### src/rtl/adc_pkg.sv
// Shared types and helpers for the ADC capture block.
//   adc_state_e : capture FSM states
//   sat_abs     : saturating two's-complement magnitude, for component widths up to AbsW bits
package adc_pkg;

  typedef enum logic [1:0] {
    StIdle,
    StSkipping,
    StCapture,
    StDone
  } adc_state_e;

  localparam int unsigned AbsW = 32;

  // x must already be sign-extended to AbsW bits; w is the true component width.
  // The most negative value maps to 2^(w-1)-1 so the result always fits w-1 magnitude bits.
  function automatic logic [AbsW-1:0] sat_abs(input logic [AbsW-1:0] x, input int unsigned w);
    logic [AbsW-1:0] lim;
    logic [AbsW-1:0] mag;
    lim = (AbsW'(1) << (w - 1)) - AbsW'(1);
    mag = x[AbsW-1] ? (~x + AbsW'(1)) : x;
    return (mag > lim) ? lim : mag;
  endfunction

endpackage

### src/rtl/axis.sv
// Minimal AXI-Stream interface (no backpressure sideband beyond tready).
//   tdata  : payload
//   tvalid : source has a beat
//   tready : sink can take a beat
interface axis #(
  parameter int unsigned WIDTH = 32
);
  logic [WIDTH-1:0] tdata;
  logic             tvalid;
  logic             tready;

  modport MST (output tdata, output tvalid, input tready);
  modport SLV (input tdata, input tvalid, output tready);
endinterface

### src/rtl/sdp_ram.sv
// Simple dual-port RAM: one write port, one registered read port, no reset on contents.
//   clk   : clock
//   we    : write enable, waddr/wdata : write address/data
//   re    : read enable, raddr : read address
//   rdata : registered read data (holds when re=0)
module sdp_ram #(
  parameter int unsigned WIDTH = 32,
  parameter int unsigned DEPTH = 128
) (
  input  logic                     clk,
  input  logic                     we,
  input  logic [$clog2(DEPTH)-1:0] waddr,
  input  logic [WIDTH-1:0]         wdata,
  input  logic                     re,
  input  logic [$clog2(DEPTH)-1:0] raddr,
  output logic [WIDTH-1:0]         rdata
);

  logic [WIDTH-1:0] mem [DEPTH];

  always_ff @(posedge clk) begin
    if (we) begin
      mem[waddr] <= wdata;
    end
  end

  always_ff @(posedge clk) begin
    if (re) begin
      rdata <= mem[raddr];
    end
  end

endmodule

### src/rtl/adc_capture.sv
// One-shot I/Q sample capture into a buffer with peak-magnitude tracking.
//   clk, rst  : clock, synchronous active-high reset
//   s_axis    : sample stream, tdata = {Q, I}, signed; never stalled (tready=~rst)
//   arm       : pulse to start a capture from IDLE or DONE
//   rd_addr, rd_en -> rd_data, rd_valid : buffer readout, one cycle latency
//   busy      : skipping or capturing
//   done      : capture complete, buffer stable
//   peak_i, peak_q : max saturated |I|, |Q| over stored samples
module adc_capture
  import adc_pkg::*;
#(
  parameter int unsigned TWID  = 16,
  parameter int unsigned DEPTH = 128,
  parameter int unsigned SKIP  = 0
) (
  input  logic                     clk,
  input  logic                     rst,
  axis.SLV                         s_axis,
  input  logic                     arm,
  input  logic [$clog2(DEPTH)-1:0] rd_addr,
  input  logic                     rd_en,
  output logic [2*TWID-1:0]        rd_data,
  output logic                     rd_valid,
  output logic                     busy,
  output logic                     done,
  output logic [TWID-1:0]          peak_i,
  output logic [TWID-1:0]          peak_q
);

  localparam int unsigned AW = $clog2(DEPTH);
  localparam int unsigned SW = (SKIP > 1) ? $clog2(SKIP) : 1;
  // Wraps harmlessly when SKIP == 0; the skipping state is never entered then.
  localparam logic [SW-1:0] SkipLast = SW'(SKIP - 1);
  localparam logic [AW-1:0] LastIdx  = AW'(DEPTH - 1);

  adc_state_e      state;
  logic [SW-1:0]   skip_cnt;
  logic [AW-1:0]   wr_idx;
  logic            beat;
  logic            store;
  logic [TWID-1:0] abs_i;
  logic [TWID-1:0] abs_q;

  // The source cannot be stalled, so every valid beat outside reset is taken.
  assign s_axis.tready = ~rst;
  assign beat          = s_axis.tvalid & ~rst;
  assign store         = beat & (state == StCapture);

  assign abs_i = TWID'(sat_abs(AbsW'($signed(s_axis.tdata[TWID-1:0])), TWID));
  assign abs_q = TWID'(sat_abs(AbsW'($signed(s_axis.tdata[2*TWID-1:TWID])), TWID));

  always_ff @(posedge clk) begin
    if (rst) begin
      state    <= StIdle;
      skip_cnt <= '0;
      wr_idx   <= '0;
      peak_i   <= '0;
      peak_q   <= '0;
      busy     <= 1'b0;
      done     <= 1'b0;
    end else begin
      unique case (state)
        // A beat arriving with arm is dropped: the new capture starts on the next beat.
        StIdle, StDone: begin
          if (arm) begin
            skip_cnt <= '0;
            wr_idx   <= '0;
            peak_i   <= '0;
            peak_q   <= '0;
            busy     <= 1'b1;
            done     <= 1'b0;
            state    <= (SKIP > 0) ? StSkipping : StCapture;
          end
        end
        StSkipping: begin
          if (beat) begin
            if (skip_cnt == SkipLast) begin
              state <= StCapture;
            end else begin
              skip_cnt <= skip_cnt + SW'(1);
            end
          end
        end
        StCapture: begin
          if (beat) begin
            wr_idx <= wr_idx + AW'(1);
            if (abs_i > peak_i) peak_i <= abs_i;
            if (abs_q > peak_q) peak_q <= abs_q;
            if (wr_idx == LastIdx) begin
              state <= StDone;
              busy  <= 1'b0;
              done  <= 1'b1;
            end
          end
        end
        default: begin
          state <= StIdle;
          busy  <= 1'b0;
          done  <= 1'b0;
        end
      endcase
    end
  end

  always_ff @(posedge clk) begin
    if (rst) begin
      rd_valid <= 1'b0;
    end else begin
      rd_valid <= rd_en;
    end
  end

  sdp_ram #(
    .WIDTH (2 * TWID),
    .DEPTH (DEPTH)
  ) u_buf (
    .clk   (clk),
    .we    (store),
    .waddr (wr_idx),
    .wdata (s_axis.tdata),
    .re    (rd_en),
    .raddr (rd_addr),
    .rdata (rd_data)
  );

endmodule
### src/flat_wrapper.sv
// flat-port wrapper written by rule: the top's interface ports become plain ports
module adc_capture_flat import adc_pkg::*;
#(
  parameter int unsigned TWID  = 16,
  parameter int unsigned DEPTH = 128,
  parameter int unsigned SKIP  = 0
)
  (clk, rst, arm, rd_addr, rd_en, rd_data, rd_valid, busy, done, peak_i, peak_q, s_axis_tdata, s_axis_tvalid, s_axis_tready);
  axis s_axis_i ();
  input  logic clk;
  input  logic rst;
  input  logic arm;
  input  logic [$clog2(DEPTH)-1:0] rd_addr;
  input  logic rd_en;
  output logic [2*TWID-1:0] rd_data;
  output logic rd_valid;
  output logic busy;
  output logic done;
  output logic [TWID-1:0] peak_i;
  output logic [TWID-1:0] peak_q;
  input wire logic [$bits(s_axis_i.tdata)-1:0] s_axis_tdata;
  input wire logic [$bits(s_axis_i.tvalid)-1:0] s_axis_tvalid;
  output wire logic [$bits(s_axis_i.tready)-1:0] s_axis_tready;
  assign s_axis_i.tdata = s_axis_tdata;
  assign s_axis_i.tvalid = s_axis_tvalid;
  assign s_axis_tready = s_axis_i.tready;
  adc_capture #(.TWID(TWID), .DEPTH(DEPTH), .SKIP(SKIP)) u_core (.clk(clk), .rst(rst), .s_axis(s_axis_i), .arm(arm), .rd_addr(rd_addr), .rd_en(rd_en), .rd_data(rd_data), .rd_valid(rd_valid), .busy(busy), .done(done), .peak_i(peak_i), .peak_q(peak_q));
endmodule
### config.mk
export PLATFORM = sky130hd
export DESIGN_NAME = adc_capture_flat
export DESIGN_NICKNAME = d
export VERILOG_FILES = /design/src/rtl/adc_pkg.sv /design/src/rtl/axis.sv /design/src/rtl/sdp_ram.sv /design/src/rtl/adc_capture.sv /design/src/flat_wrapper.sv
export SDC_FILE = /design/constraint.sdc
export NUM_CORES = 2
export LEC_CHECK = 0
export CAP_MARGIN = 10
export CORE_ASPECT_RATIO = 0.9
export CORE_MARGIN = 2
export CORE_UTILIZATION = 57
export DETAILED_ROUTE_END_ITERATION = 6
export GPL_ROUTABILITY_DRIVEN = 0
export PLACE_DENSITY = 0.76
export SLEW_MARGIN = 20
export SYNTH_ARGS = -nofsm -noshare
export SYNTH_HDL_FRONTEND = slang
export SYNTH_HIERARCHICAL = 1
export SYNTH_SLANG_ARGS = --single-unit
### constraint.sdc
create_clock -name clk -period 4.2 [get_ports clk]
set_clock_uncertainty 0.1 [all_clocks]
set_input_delay 0.42 -clock clk [delete_from_list [all_inputs] [get_ports clk]]
set_output_delay 0.42 -clock clk [all_outputs]
set_load 0.02 [all_outputs]
==> metrics.md <==
| Metric | Value |
|---|---|
| Synth-to-Final Area Change | 14.61% |
| Layout cells sized above 1 | 35.00% |
| R2R Path End | u_core/u_buf/mem[12][12]$_DFFE_PP_ |
| Crit Path Category | in2reg |
| Crit path largest cell delay | 0.69 ns |
| Post-synth ARST share | 0% |
| Clock slew at reported path FFs | 0.06 ns |
| Clk Latency, worst-skew pair | 1.02 ns |
| Final worst setup slack | 0.1863 ns |
| GRT met3 Usage | 10.47% |
| Reg2Reg Launch Point | u_core/state[0]$_SDFFE_PP0P_ |
| Global-route wire length before repair | 617.9 mm |
| Post-CTS setup buffer count | 0 |
| Wire length per cell | 39.72 um |
| DRT Pass-1 Iters | 6 |
| Min Hold Slack | 0.05259 ns |
| Routed vias/inst | 7.040 |
| Num CTS Buffers | 410 |
| Worst Reg-to-Reg Cells | 8 |
| Synth warn | 6 |
| CP max stage cell | or3_1 |
| Power Density | 479.7 nW/um2 |
| Critical path data arrival time | 4.83 ns |
| HP Start | s_axis_tdata[18] |
| Leakage | 56.76 nW |
| Clk root buf | clkbuf_16 |
| DR DRC count | 0 |
| HPWL Detailed | 229.0 mm |
| RSZ-0062 raised after global routing | no |
| Slew Limit Fails | 0 |
| Vias in the first global route | 78920 |
| Worst Hold Class | in2reg |
| GRT busiest layer | met2 |
| Seq cells post-synth | 4173 |
| Flop2flop setup slack | 0.97 ns |
| GRT met2 Usage | 47.89% |
| WP data required | 5.01 ns |
| Initial detailed-routing violation count | 14170 |
| Cell area after synthesis | 160000 um2 |
| Endpoints failing setup | 0 |
| Top cells by area, synth | edfxtp_1 77%, mux4_2 19%, dfxtp_1 0.56% |
| M1 GR Usage | 42.89% |
| Leading area contributor after synthesis | edfxtp_1 |
| Worst Hold Path Cells | 2 |
| WL final | 441.3 mm |
| Number of H-tree levels | 5 |
| Slew margin rel. | 25.27% |
| Final Hold Fails | 0 |
| Die area | 285000 um2 |
| Util after Layout | 65.67% |
| Crit. End Element | flop |
| Yosys cell types | 57 |
| Crit-path max FO | 13 |
| Total track usage | 31.39% |
| Post-synthesis sequential area ratio | 78.02% |
| Max Cap Violations | 0 |
| Pwr Total | 87.97 mW |
| Num rows | 184 |
| Status | finished clean |
| Port Buffers | 111 |
| Placement Setup Slack | -0.3214 ns |
| Fmax achieved | 249.1 MHz |
| DR vias | 78210 |
| CTS tree | done |
| Core area | 279300 um2 |
| Type of origin of the critical path | input port |
| Crit path top cell by count | buf_4 |
| Number of flops mapped to enable cells by yosys | 4128 |
| Worst VDD drop | 0.4066 mV |
| CP Buf/Inv Count | 4 |
| Crit. path cell count | 15 |
| Primary FF master, synth | edfxtp_1 |
| Initial antenna violation count | 50 |
| # IOs | 112 |
| Synthesized area per cell | 24.95 um2 |
| CTS sink count | 4173 |
| Grt ovf | 0 |
| Cells after Synth | 6414 |
| Net count, final | 7133 |
| Starting density of the core | 57.30% |
| Final min period | 4.014 ns |
| Crit path max-delay family | simple AND/OR/NAND/NOR gates |
| Crit-path cells | dlygate4sd3_1, buf_4, or3_1, or4b_4, or3_4, nand2_2, ha_1, buf_4, a21oi_1, o21ai_0, a211oi_1, o211ai_2, nand2_1, buf_12, mux2i_1 |
| Die Y | 506.7 um |
| Largest net degree at the start of global routing | 90 |
| Die width | 562.5 um |
| Worst slew pin tran | 1.121 ns |
| Max clock buf depth | 4 |
| Final cycle utilization of the critical path | 95.56% |
| Yosys top cell area share | 77.46% |
| Antenna-violating nets left | 0 |
| WHS Endpoint | u_core/u_buf/mem[99][18]$_DFFE_PP_ |
| Setup tns final | 0 ns |
==> cells by family (layout without fill, tap and decap cells) <==
group / count (synthesis) / count (layout) / synth area share (%)
adder cells (fa/ha/maj): 38 / 38 / 0.2971
AND/OR/NAND/NOR: 319 / 319 / 0.9265
flip-flops: 4173 / 4173 / 78.02
multiplexers: 1390 / 1390 / 19.23
other: 1 / 23 / 0.002343
XOR/XNOR: 26 / 26 / 0.1423
buffers and inverters: 377 / 1331 / 0.9789
AO/OA/AOI/OAI: 90 / 90 / 0.4011
==> placed cells by master, fill, tap and decap left out, types with 5 or more instances in the layout <==
cell / count
inv_6: 13
a31oi_1: 5
a211oi_1: 5
diode_2: 21
buf_4: 315
xnor2_1: 8
or2_2: 5
nor2_4: 119
xor2_1: 18
clkbuf_16: 415
nand4_1: 15
inv_1: 42
nor2_1: 23
clkdlybuf4s50_1: 71
dfxtp_1: 45
nand2_2: 10
nor3_2: 5
clkinv_4: 7
nor2b_1: 13
ha_1: 38
edfxtp_1: 4128
o21ai_0: 11
clkbuf_1: 58
clkinvlp_4: 25
clkinv_2: 83
buf_12: 140
o31ai_1: 22
bufinv_16: 36
mux4_2: 1344
o41ai_1: 5
nor3_1: 10
mux2i_1: 14
nand3_1: 25
a21oi_1: 16
mux2_2: 32
nand2_1: 55
clkinv_1: 92
nor3_4: 6
dlygate4sd3_1: 27
==> metal layers <==
layer / vias up / wire length, um
met5: - / 392
met2: 6746 / 207100
met4: 32 / 18220
met3: 954 / 66600
li1: 29210 / -
met1: 41270 / 149000
==> synth_stat cells, types with 13 or more instances <==
cell type and number:
a21oi_1 16, buf_1 52, buf_2 80, clkbuf_1 195, dfxtp_1 45, edfxtp_1 4128, ha_1 38, inv_1 42
mux2_2 32, mux2i_1 14, mux4_2 1344, nand2_1 55, nand3_1 29, nand4_1 15, nor2_1 142, nor2b_1 13
nor3_1 20, o31ai_1 22, xor2_1 18
==> sequential cells by signal, indices dropped and copies added, names as in the netlist <==
signal	cells
u_core/rd_valid	1
u_core/busy	1
u_core/skip_cnt	1
u_core/state	2
u_core/peak_q	16
u_core/u_buf/mem	4096
u_core/done	1
u_core/wr_idx	7
u_core/u_buf/rdata	32
u_core/peak_i	16
==> report_power, final <==
part / leakage, nW / switching (mW) / internal, mW
clock: 6.26 / 15.5 / 20.2
sequential: 37.5 / 0.269 / 45.9
combinational: 13.0 / 3.65 / 2.35
total: 56.8 / 19.4 / 68.5
==> stage by stage <==
stage / cells / instance area, um2
global placement: 10330 / 170200
floorplan: 6415 / 160100
finish: 11110 / 183400
CTS: 11090 / 183300
global route: 11090 / 183400
detailed placement: 10330 / 170300
==> repair_timing <==
action,in CTS,in global routing
gates resized for setup,0,2
setup endpoints to repair,0,16
hold endpoints to repair,517,0
hold buffers,27,0
==> final cells by class <==
type / count / area, um2
Sequential cell: 4173 / 124900
Fill cell: 16300 / 95860
Multi-Input combinational cell: 1865 / 34630
Clock buffer: 473 / 10600
Timing Repair Buffer: 559 / 6231
Tap cell: 3720 / 4654
Clock inverter: 257 / 2216
Inverter: 42 / 157.7
Antenna cell: 21 / 52.55
==> worst max-delay path by stage <==
stage                                        end  slack, ns                         start
2_1_floorplan  u_core/u_buf/mem[98][0]$_DFFE_PP_      -0.33  u_core/state[0]$_SDFFE_PP0P_
3_3_place_gp       u_core/peak_i[2]$_SDFFE_PP0P_      -1.57              s_axis_tdata[11]
3_5_place_dp      u_core/peak_q[13]$_SDFFE_PP0P_      -0.32              s_axis_tdata[20]
4_1_cts           u_core/peak_q[10]$_SDFFE_PP0P_       0.21              s_axis_tdata[20]
5_1_grt           u_core/peak_i[10]$_SDFFE_PP0P_       0.05               s_axis_tdata[8]
6_report           u_core/peak_i[0]$_SDFFE_PP0P_       0.19               s_axis_tdata[7]
Note: power is estimated with default switching activity, not from simulation.
